<file path="src/rtl/stopwatch_ctrl.sv">
// ---------------------------------------------------------------------------
// stopwatch_ctrl
//   Start/stop and lap/reset control for a millisecond stopwatch. Detects
//   rising edges on two pre-synchronised button levels, sequences an
//   IDLE/RUN/LAP/PAUSE FSM, gates the 1 ms tick into the external counter,
//   issues a one-cycle counter clear, and freezes a lap value for display.
//   Optional feature macro: STOPWATCH_LIMIT_STOP_EN (stop at LIMIT_MS, set ovf).
// Revision: 1.0 - initial release
// ---------------------------------------------------------------------------
`default_nettype none

module stopwatch_ctrl #(
  parameter logic [31:0] LIMIT_MS = 32'd3599999
) (
  input  logic        clk,
  input  logic        rst,
  input  logic        btn_ss,
  input  logic        btn_lr,
  input  logic        ms,
  input  logic [31:0] nrms,
  output logic        ms_en,
  output logic        cnt_clr,
  output logic [31:0] disp,
  output logic [1:0]  state,
  output logic        ovf
);

  typedef enum logic [1:0] {
    IDLE  = 2'd0,
    RUN   = 2'd1,
    LAP   = 2'd2,
    PAUSE = 2'd3
  } state_t;

  state_t      state_q, state_d;
  logic        ss_prev_q, lr_prev_q;
  logic [31:0] lap_q, lap_d;
  logic        cnt_clr_q, cnt_clr_d;
  logic        ovf_q, ovf_d;

  logic        w_ss_evt;
  logic        w_lr_evt;
  logic        w_counting;
  logic        w_limit_hit;

  // A simultaneous start/stop edge wins; the lap/reset edge is dropped.
  assign w_ss_evt   = btn_ss & ~ss_prev_q;
  assign w_lr_evt   = btn_lr & ~lr_prev_q & ~w_ss_evt;
  assign w_counting = (state_q == RUN) || (state_q == LAP);

`ifdef STOPWATCH_LIMIT_STOP_EN
  // Ceiling reached while the counter is live: stop and flag overflow.
  assign w_limit_hit = w_counting && (nrms >= LIMIT_MS);
`else
  // Counter wraps freely; the ceiling parameter has no effect.
  logic unused_limit;
  assign unused_limit = ^LIMIT_MS;
  assign w_limit_hit  = 1'b0;
`endif

  // State, lap, flag and edge-detect registers; reset primes the edge
  // detectors with the current levels so a held button is not an edge.
  always_ff @(posedge clk) begin
    if (rst) begin
      state_q   <= IDLE;
      ss_prev_q <= btn_ss;
      lr_prev_q <= btn_lr;
      lap_q     <= '0;
      cnt_clr_q <= 1'b0;
      ovf_q     <= 1'b0;
    end else begin
      state_q   <= state_d;
      ss_prev_q <= btn_ss;
      lr_prev_q <= btn_lr;
      lap_q     <= lap_d;
      cnt_clr_q <= cnt_clr_d;
      ovf_q     <= ovf_d;
    end
  end

  // Next-state decode; the limit stop pre-empts any button request.
  always_comb begin
    state_d   = state_q;
    lap_d     = lap_q;
    ovf_d     = ovf_q;
    cnt_clr_d = 1'b0;
    if (w_limit_hit) begin
      state_d = PAUSE;
      ovf_d   = 1'b1;
    end else begin
      case (state_q)
        IDLE: begin
          if (w_ss_evt) begin
            state_d = RUN;
          end else if (w_lr_evt) begin
            cnt_clr_d = 1'b1;
          end
        end
        RUN: begin
          if (w_ss_evt) begin
            state_d = PAUSE;
          end else if (w_lr_evt) begin
            lap_d   = nrms;
            state_d = LAP;
          end
        end
        LAP: begin
          if (w_ss_evt) begin
            state_d = PAUSE;
          end else if (w_lr_evt) begin
            state_d = RUN;
          end
        end
        PAUSE: begin
          if (w_ss_evt) begin
            state_d = RUN;
          end else if (w_lr_evt) begin
            state_d   = IDLE;
            cnt_clr_d = 1'b1;
            ovf_d     = 1'b0;
            lap_d     = '0;
          end
        end
        default: state_d = IDLE;
      endcase
    end
  end

  assign ms_en   = ms & w_counting & ~w_limit_hit;
  assign disp    = (state_q == LAP) ? lap_q : nrms;
  assign cnt_clr = cnt_clr_q;
  assign state   = state_q;
  assign ovf     = ovf_q;

endmodule

`default_nettype wire

</file>
<file path="config.mk">
export PLATFORM = sky130hd
export DESIGN_NAME = stopwatch_ctrl
export DESIGN_NICKNAME = d
export VERILOG_FILES = /design/src/rtl/stopwatch_ctrl.sv
export SDC_FILE = /design/constraint.sdc
export NUM_CORES = 1
export LEC_CHECK = 0
export BUFFER_PORTS_ARGS = -buffer_cell sky130_fd_sc_hd__buf_2
export CAP_MARGIN = 20
export CORE_ASPECT_RATIO = 1.2
export CORE_UTILIZATION = 55
export CTS_CLUSTER_DIAMETER = 120
export CTS_CLUSTER_SIZE = 25
export DETAILED_ROUTE_END_ITERATION = 8
export GPL_ROUTABILITY_DRIVEN = 0
export PLACE_DENSITY = 0.85
export SKIP_LAST_GASP = 1
export SLEW_MARGIN = 20
export SYNTH_ARGS = -nofsm -noshare
export SYNTH_HDL_FRONTEND = slang
export SYNTH_SLANG_ARGS = --single-unit
</file>
<file path="constraint.sdc">
create_clock -name clk -period 3.5 [get_ports clk]
set_input_delay 0.175 -clock clk [delete_from_list [all_inputs] [get_ports clk]]
set_output_delay 0.175 -clock clk [all_outputs]
set_load 0.01 [all_outputs]
</file>
==> results_dict.tcl <==
set metrics [dict create \
    final_antenna_net_count 0 \
    tns_ns 0 \
    antenna_found_initial 0 \
    clk_latency_ns 0.30 \
    crit_path_end_kind "flop" \
    dieArea_um2 4480 \
    wl_per_cell_um 15.9 \
    dr.pass1.iters 4 \
    path_class "reg -> reg" \
    period_share_pct 70.3 \
    die_h_um 73.1 \
    syn_to_final_growth_pct 18.1 \
    period_minus_slack_ns 2.46 \
    dp_hpwl_um 3400 \
    syn_area_per_cell_um2 8.99 \
    critPathMaxFanout 32 \
    hp-start "btn_ss" \
    hp-class "in -> reg" \
    peakVddDrop_uv 385 \
    drive_above_1_share_pct 40.3 \
    mostFrequentLayoutCells "buf_2, dfxtp_1, o31ai_1" \
    post_cts_buffers 0 \
    drc 0 \
    cp.arrival_ns 2.68 \
    drv_slew 0 \
    wl_um 5740 \
    ys_seq_area_share_pct 31.9 \
    numCtsBuffers 5 \
    hold_violations 0 \
    leakage_nw 1.07 \
    vias 2174 \
    first_iter_violations 161 \
    ys_ff_latch 37 \
    r2r_start "state[1]$_SDFFE_PP0P_" \
    total_power_mw 1.59 \
    final_common_cell "buf_2" \
    power.density_nw_per_um2 581 \
    skew_ns 0.00829 \
    cts_tree "built" \
    clockRootBuffer "clkbuf_8" \
    fmaxAchievable_mhz 406 \
    cts_resized 0 \
    status "finished clean" \
    yosysUniqueCellTypes 26 \
    rows 25 \
    crit_start "state[1]$_SDFFE_PP0P_" \
    track_usage_pct 26.7 \
    grt_first_pass_wirelength_um 9030 \
    first_global_vias 1971 \
    tightestPinTransition_ns 1.07 \
    core_um2 4000 \
    num_antenna_cells 0 \
    rsz0062_at_grt "false" \
    maxCapViolCount 0 \
    syn_area_um2 2320 \
    io_pins 74 \
    routed_via_density 6.01 \
    setup_violations 0 \
    critPathLaunchType "flop" \
    ys.warnings.count 0 \
    worstPathRequired_ns 3.72 \
    grt_max_degree 37 \
    fp.dieW_um 61.3 \
    cts_hold_buf 0 \
    cts_max_level 2 \
    maxSlewHeadroom_pct 28.8 \
    nets 349 \
    max-clock-path-buffers 2 \
    numPortBuffers 72 \
    start_util_pct 57.9 \
    syn_inst 258 \
    cts_sinks 37 \
    path_clk_slew_ns 0.07 \
    overflow 0 \
    syn-num-nets 300 \
]
[kinds of logic (layout without fill, tap and decap cells)]
kind of cell,count (synthesis),in the layout,synth area share [%]
buffers and inverters,37,87,8.90
multiplexers,32,32,15.5
other,1,1,0.162
AND/OR/NAND/NOR,77,77,21.1
adder cells (fa/ha/maj),5,5,2.70
flip-flops,37,37,31.9
AO/OA/AOI/OAI,69,69,19.6
[sequential cells by signal (all words and copies together) (netlist names)]
register and cells:
lap_q 32, state 2, cnt_clr 1, lr_prev_q 1, ss_prev_q 1
[cell usage after synthesis]
cell type   n  share of area, %
dfxtp_1    37                32
o31ai_1    33                11
a21oi_1    32               6.9
mux2_2     32                16
nand4_1    32               8.6
nor2b_1    28               7.6
buf_2      18               3.9
clkbuf_1    9               1.5
and2b_1     6               1.9
buf_6       5               2.4
ha_1        5               2.7
nor2_1      3              0.49
buf_4       2              0.65
inv_1       2              0.32
nand2b_1    2              0.54
nor3b_1     2              0.65
a221oi_2    1              0.65
and2_1      1              0.27
buf_1       1              0.16
conb_1      1              0.16
nor4_1      1              0.27
nor4_2      1              0.54
o21a_1      1              0.32
o32ai_1     1              0.38
o41ai_2     1              0.70
or2_1       1              0.27
[worst paths after layout]
kind                                                to  slack (ns)  depth (start not counted)
worst max-delay path            lap_q[17]$_SDFFE_PP0P_        1.04                          4
worst min-delay path                 ss_prev_q$_DFF_P_        0.02                          1
worst max register to register  lap_q[17]$_SDFFE_PP0P_        1.04                          4
worst min register to register  lap_q[10]$_SDFFE_PP0P_        0.47                          2
[metal layers]
metal	GRT usage, %	vias to the layer above	wire length, µm	share of wire [%]
met5	0	-	0	0
met4	7.32	0	79	1.4
met3	5.85	10	341	5.9
met2	46.9	88	2980	52
met1	32.0	1026	2340	41
li1	-	1050	-	-
[layout make-up]
cell class | count | area [µm²]
clock buffers | 5 | 68.8
clock inverters | 3 | 65.1
fillers | 357 | 1260
inverters | 2 | 7.51
multi-input cells | 184 | 1390
flip-flops and latches | 37 | 741
well taps | 54 | 67.6
repair buffers | 77 | 398
[per-stage QoR]
step	utilization (%)	area [µm²]	hold WS, ns	instances	setup WS (ns)
after floorplan	-	2320	0.203	258	1.91
after global placement	64.8	2600	0.306	354	1.23
after detailed placement	65.0	2600	0.316	354	1.07
after CTS	68.3	2740	0.0149	362	1.05
after global routing	68.4	2740	0.00985	362	0.798
final	68.4	2740	0.0162	362	1.04
[report_power, final]
part / internal (mW) / total [mW] / leakage (nW) / switching (mW)
clock: 0.283 / 0.439 / 0.0681 / 0.156
sequential: 0.458 / 0.485 / 0.300 / 0.0269
combinational: 0.259 / 0.668 / 0.703 / 0.409
[critical path: stages (launching register included)]
cell	delay, ns
dfxtp_1	0.43
ha_1	0.62
or2_1	0.91
nand4_1	0.21
a21oi_1	0.21
Note: power is estimated with default switching activity, not from simulation.
